<file path="config.mk">
export PLATFORM = sky130hd
export DESIGN_NAME = mmio_button_bridge
export DESIGN_NICKNAME = d
export VERILOG_FILES = /design/src/rtl/mmio_button_bridge.sv
export SDC_FILE = /design/constraint.sdc
export NUM_CORES = 1
export LEC_CHECK = 0
export CORE_AREA = 2 2 110 112
export CTS_CLUSTER_SIZE = 14
export DETAILED_ROUTE_END_ITERATION = 8
export DIE_AREA = 0 0 112 114
export PLACE_DENSITY = 0.59
export SETUP_SLACK_MARGIN = 0.02
export SLEW_MARGIN = 20
export SYNTH_ARGS = -nofsm -noshare
export SYNTH_HDL_FRONTEND = slang
export SYNTH_SLANG_ARGS = --single-unit
</file>
<file path="constraint.sdc">
create_clock -name clock -period 2 [get_ports clock]
set_input_delay 0.4 -clock clock [delete_from_list [all_inputs] [get_ports clock]]
set_output_delay 0.4 -clock clock [all_outputs]
set_load 0.02 [all_outputs]
</file>
<file path="src/rtl/mmio_button_bridge.sv">
// ---------------------------------------------------------------------------
// mmio_button_bridge
//
// Memory-mapped bridge between the processor data-memory port and the board
// peripherals. It sits on the q_dmem return path beside the RAM.
//   - Buttons: rising edges become sticky, clear-on-read event flags with
//     8-bit saturating press counts (when MMIO_BTN_STICKY_EN is defined).
//     Without the macro, a button read returns the live level.
//   - Output: processor writes to ADDR_OUT are latched into to_vga with a
//     valid/ack handshake. A status register reports {overrun, valid}.
//
// Build option: `define MMIO_BTN_STICKY_EN to enable sticky events/counts.
//
// Ports:
//   clock          in  1   single clock, rising-edge state updates
//   reset          in  1   synchronous, active-low reset
//   btn_c/l/r/u/d  in  1   debounced button levels, synchronous to clock
//   address_dmem   in  32  processor data address (full 32-bit decode)
//   wren           in  1   processor write enable
//   data           in  32  processor write data
//   mem_q          in  32  RAM read data (returned for unmapped reads)
//   q_dmem         out 32  registered read data, one cycle latency
//   to_vga         out 32  latched output word
//   to_vga_valid   out 1   to_vga holds an unconsumed word
//   vga_ack        in  1   VGA consumed to_vga
// ---------------------------------------------------------------------------
module mmio_button_bridge #(
    parameter logic [31:0] ADDR_BTNC = 32'd1000,
    parameter logic [31:0] ADDR_OUT  = 32'd2000,
    parameter logic [31:0] ADDR_STAT = 32'd2004,
    parameter logic [31:0] ADDR_BTNL = 32'd3000,
    parameter logic [31:0] ADDR_BTNR = 32'd4000,
    parameter logic [31:0] ADDR_BTNU = 32'd5000,
    parameter logic [31:0] ADDR_BTND = 32'd6000
) (
    input  logic        clock,
    input  logic        reset,
    input  logic        btn_c,
    input  logic        btn_l,
    input  logic        btn_r,
    input  logic        btn_u,
    input  logic        btn_d,
    input  logic [31:0] address_dmem,
    input  logic        wren,
    input  logic [31:0] data,
    input  logic [31:0] mem_q,
    output logic [31:0] q_dmem,
    output logic [31:0] to_vga,
    output logic        to_vga_valid,
    input  logic        vga_ack
);

    logic [31:0] r_q_dmem;
    logic [31:0] r_to_vga;
    logic        r_valid;
    logic        r_overrun;

    logic [4:0]  w_btn;
    logic [4:0]  w_btn_sel;
    logic        w_stat_rd;
    logic        w_out_wr;
    logic [31:0] w_q_next;

    // Bit order: 0=c, 1=l, 2=r, 3=u, 4=d
    assign w_btn = {btn_d, btn_u, btn_r, btn_l, btn_c};

    assign w_btn_sel[0] = !wren && (address_dmem == ADDR_BTNC);
    assign w_btn_sel[1] = !wren && (address_dmem == ADDR_BTNL);
    assign w_btn_sel[2] = !wren && (address_dmem == ADDR_BTNR);
    assign w_btn_sel[3] = !wren && (address_dmem == ADDR_BTNU);
    assign w_btn_sel[4] = !wren && (address_dmem == ADDR_BTND);
    assign w_stat_rd    = !wren && (address_dmem == ADDR_STAT);
    assign w_out_wr     =  wren && (address_dmem == ADDR_OUT);

`ifdef MMIO_BTN_STICKY_EN
    logic [4:0] r_prev;
    logic [4:0] r_evt;
    logic [7:0] r_cnt [5];
    logic [4:0] w_rise;

    assign w_rise = w_btn & ~r_prev;

    function automatic logic [7:0] sat_inc(input logic [7:0] v);
        return (v == 8'hFF) ? v : v + 8'd1;
    endfunction

    // A rising edge coinciding with a clear-on-read wins: the read returns
    // the old state and the register restarts at evt=1, cnt=1.
    always_ff @(posedge clock) begin
        if (!reset) begin
            // Loading the live level means a button held through reset
            // does not produce an event when reset is released.
            r_prev <= w_btn;
            r_evt  <= '0;
            for (int i = 0; i < 5; i++) r_cnt[i] <= '0;
        end else begin
            r_prev <= w_btn;
            for (int i = 0; i < 5; i++) begin
                if (w_rise[i])
                    r_evt[i] <= 1'b1;
                else if (w_btn_sel[i])
                    r_evt[i] <= 1'b0;

                if (w_btn_sel[i])
                    r_cnt[i] <= w_rise[i] ? 8'd1 : 8'd0;
                else if (w_rise[i])
                    r_cnt[i] <= sat_inc(r_cnt[i]);
            end
        end
    end
`endif

    always_comb begin
        w_q_next = mem_q;
        if (w_stat_rd)
            w_q_next = {30'b0, r_overrun, r_valid};
        for (int i = 0; i < 5; i++) begin
            if (w_btn_sel[i]) begin
`ifdef MMIO_BTN_STICKY_EN
                w_q_next = {16'b0, r_cnt[i], 7'b0, r_evt[i]};
`else
                w_q_next = {31'b0, w_btn[i]};
`endif
            end
        end
    end

    always_ff @(posedge clock) begin
        if (!reset) begin
            r_q_dmem  <= '0;
            r_to_vga  <= '0;
            r_valid   <= 1'b0;
            r_overrun <= 1'b0;
        end else begin
            r_q_dmem <= w_q_next;

            if (w_out_wr) begin
                r_to_vga <= data;
                r_valid  <= 1'b1;
            end else if (vga_ack) begin
                // Ack with nothing pending simply leaves valid low.
                r_valid <= 1'b0;
            end

            // An ack on the same edge as a write consumed the old word,
            // so only an unacknowledged pending word counts as overrun.
            if (w_out_wr && r_valid && !vga_ack)
                r_overrun <= 1'b1;
            else if (w_stat_rd)
                r_overrun <= 1'b0;
        end
    end

    assign q_dmem       = r_q_dmem;
    assign to_vga       = r_to_vga;
    assign to_vga_valid = r_valid;

endmodule
</file>
Yosys cells after proc, flatten, opt, wreduce, memory -nomap -nowiden. Cells that the tools add are included. Widths: inputs -> output; s select.

Eq/ne operators: 7. Mux-type cells: 10. Bitwise logic cells: 1. Reduce and logical (&&, ||, !) cells: 15.

Operator list (number): $eq 32x11->1 const B (2); $eq 32x12->1 const B (2); $eq 32x13->1 const B (2); $eq 32x10->1 const B (1); $logic_and 1x1->1 (9); $mux 1 (9); $reduce_or 7->1 (1); $reduce_or 6->1 (1); $reduce_bool 2->1 (2); $logic_not 1->1 (2); $mux 2 (1); $not 1->1 (1).

Register bits: 66. Input bits: 105. Output and inout bits: 65. Word-level logic and storage cells: 39.

Longest topological paths before layout.
Depth after elaboration: 8. Depth in mapped cells: 8. Mapped depth without buffers: 6.

Worst setup path before layout. Ideal clock, no wire load.

Path kind: input to register. From: in address_dmem[17]. To: reg r_to_vga[25], in the netlist to_vga[25]. Library setup time: 0.118 ns. Arrival time: 1.971 ns. Required time: 1.882 ns. Setup slack: -0.089 ns. Stages on the path: 8. Path buffers: 2. Cell sequence: nor4_2 > nand2_1 > or2_4 > or4_4 > buf_6 > buf_12 > nand2_2 > a21boi_2.

Cells in the longest elaborated chain, start to end: 2.

RTL lines: from (decl) (RTL line 43) `input logic [31:0] address_dmem,`; $eq 32x11->1 (RTL line 73) `assign w_out_wr = wren && (address_dmem == ADDR_OUT);`; $logic_and 1x1->1 (RTL line 73); to (signal assigned) (RTL line 138) `r_to_vga <= data;`; to (decl) (RTL line 54) `logic [31:0] r_to_vga;`.

Every way passes these cells. A chain may end at the register's enable or synchronous reset.

Final worst setup path.
From: in address_dmem[29]. To: reg r_to_vga[30], in the netlist to_vga[30].

The elaborated chain is that of the path after synthesis.

==> qor.yml <==
setup_path:
  worstSetupStartpointType: "primary input"
  path_cells: "clkdlybuf4s15_1 > nor3_2 > nand3_2 > or2_4 > or4_4 > buf_12 > buf_16 > nand2_4 > a21boi_2"
  crit_required_ns: 2.21
  crit_buf_inv: 3
  worst-setup-path-type: "in -> reg"
  cpPeakStageDelay_ns: 0.61
  cp_max_fo: 8
  critPathTopFamily: "simple AND/OR/NAND/NOR gates"
  slowest_stage: "or4_4"
  critPathArrivalTime_ns: 2.24
  setup.worst_path.end_class: "flop"
placement:
  dp_hpwl_um: 6580
  dp_cells: 625
  gp_congestion: 0.815
  dp_slack_ns: -0.552
  portBuffers: 169
synthesis:
  synth-edff-count: 0
  syn_area_sq_um: 2820
  synthTopCellsByArea: "dfxtp_1 (47%), a21boi_2 (12%), and2_1 (6.9%)"
  synth_seq_cells: 66
  ys_seq_area_share_pct: 46.8
  yosys.area.top_type: "dfxtp_1"
  ys_types: 46
  async_reset_ff_share_pct: 0
  yosysWarnings: 0
  synthesis.nets: 390
  ys.flop_type: "dfxtp_1"
  synthCells: 285
  postSynthAreaPerCell_sq_um: 9.90
  synth_top_area_share_pct: 46.8
cells_and_area:
  nNetsFinal: 628
  finalNonFillerCells: 675
  drive_gt1_share_pct: 37.5
  diodes: 0
  area_growth_pct: 107
  final_cell_mix: "clkdlybuf4s50_1 (136), dfxtp_1 (66), buf_4 (57), nand2_1 (36)"
  n_fill_cell: 1111
  layout_commonest_cell: "clkdlybuf4s50_1"
timing:
  fmax_ghz: 0.493
  skew_ns: 0.00139
  slew_headroom_pct: 63.4
  slew_viol_final: 0
  hold_viol: 0
  min_period_ns: 2.03
  worst_slack_ns: -0.0280
  timing.final.crit_share_pct: 101
  hold_ws_ns: 0.451
  setup_viol: 16
  grt_setup_unrepaired: "true"
  worstMarginPinSlew_ns: 0.542
floorplanning:
  die_x_um: 112
  initial_core_util_pct: 24.1
  ios: 170
  die_area_sq_um: 12800
  dieHeight_um: 114
  core_area_sq_um: 11700
  num_rows: 40
global_route:
  globalRoute.busiestLayer: "met2"
  grt_max_degree: 24
  grt_pass1_wl_um: 15000
  grt.met1_usage_pct: 17.2
  antenna_found_initial: 0
  grt_pass1_vias: 3056
  grt_use_met2_pct: 25.0
  grt_overflow: 0
  grt_use_met3_pct: 6.80
  grt_util_all_layers_pct: 14.8
run_status:
  violations: "setup timing"
  outcome: "finished with violations"
clock_network:
  cts_tree: "done"
  clockRootBuffer: "clkbuf_16"
  cts_max_path_buffers: 2
  cts_inserted_buffers: 9
  insertion_delay_ns: 0.32
  cts_hold_buf: 0
  clock-sinks: 66
  clk_pin_slew_ns: 0.05
  h-tree-depth: 3
routing:
  ant_nets: 0
  wl_um: 9980
  drc: 0
  firstDrtPassIters: 4
  dr.first_iter.drc_count: 103
  wl_per_cell_um: 14.8
  routed-via-count: 2937
  via_per_inst: 4.35
job:
  cap_viol_max_count: 0
power:
  p_leak_nw: 2.20
  powerDensity_nw_per_um2: 588
  ir_worst_vdd_mv: 0.309
min_path:
  hold_path.class: "reg -> reg"
[flip-flops by register name, summed over array words and instances (netlist names)]
name,cells
q_dmem,32
r_overrun,1
to_vga,32
to_vga_valid,1
[per-layer routing]
metal / wire (um) / vias up
met4: 74 / 0
li1: - / 1447
met1: 4250 / 1378
met2: 4860 / 104
met3: 799 / 8
met5: 0 / -
[power by group]
| part | internal, mW | switching (mW) | total [mW] |
|---|---|---|---|
| Combinational | 0.307 | 0.168 | 0.475 |
| Sequential | 1.35 | 0.00857 | 1.36 |
| Clock | 1.03 | 0.572 | 1.60 |
[worst min-delay path: cells and delay by family (launching register included)]
family | cells | cell delay (ns)
DFF | 1 | 0.31
and+or+nand+nor | 1 | 0.06
AOI/OAI and AO/OA | 1 | 0.04
[through the flow]
stage / utilization, % / setup TNS [ns] / power, mW / area (sq um)
floorplan: - / -1.15 / 1.51 / 2850
global placement: 42.1 / -31.87 / 1.84 / 4930
detailed placement: 42.1 / -32.46 / 1.84 / 4930
CTS: 47.9 / 0 / 3.49 / 5610
global route: 49.9 / -1.23 / 3.59 / 5850
finish: 49.9 / -0.293 / 3.44 / 5850
[cells in the mapped netlist (2+ instances only)]
cell type / n
a21boi_0: 3
a21boi_2: 30
a21oi_1: 4
a22oi_1: 2
and2_1: 31
and3_1: 2
and4b_1: 2
buf_12: 3
buf_2: 3
clkbuf_1: 6
clkbuf_2: 3
dfxtp_1: 66
nand2_1: 40
nand2_2: 30
nand2b_1: 2
nand3_1: 8
nand3b_1: 2
nand4_1: 4
nand4b_1: 2
nor2_1: 6
nor2b_1: 5
nor3_1: 3
nor4_1: 2
nor4_2: 2
nor4bb_1: 2
o21a_1: 2
[logic make-up (layout without fill, tap and decap cells)]
family | after synthesis | in the layout | synth area share, %
buf+inv | 17 | 260 | 4.52
simple gates | 150 | 150 | 31.2
flops | 66 | 66 | 46.8
compound gates | 52 | 52 | 17.5
[path summary, 6_finish.rpt]
kind / to / slack, ns / cells after the start / start
setup / recovery: to_vga[30] / -0.03 / 9 / address_dmem[29]
hold / removal: to_vga[23] / 0.45 / 2 / to_vga[23]
setup reg to reg: q_dmem[0] / 0.74 / 3 / to_vga_valid
hold reg to reg: to_vga[23] / 0.45 / 2 / to_vga[23]
[area by class of cell]
cell class,instances,area [sq um],area share [%]
Timing Repair Buffer,243,2370,40.5
Clock buffer,12,256,4.39
Inverter,1,3.75,0.0642
Sequential cell,66,1320,22.6
Clock inverter,4,50.0,0.856
Tap cell,147,184,3.15
Multi-Input combinational cell,202,1670,28.5
[timing repair]
action / CTS / global route
endpoints found under the hold margin: 0 / 0
gates resized for setup: 70 / 89
pin swaps: 25 / 33
setup endpoints to repair: 64 / 66
gates cloned: 4 / 4
setup buffers: 20 / 8
Power figures use the tool's default switching activity.
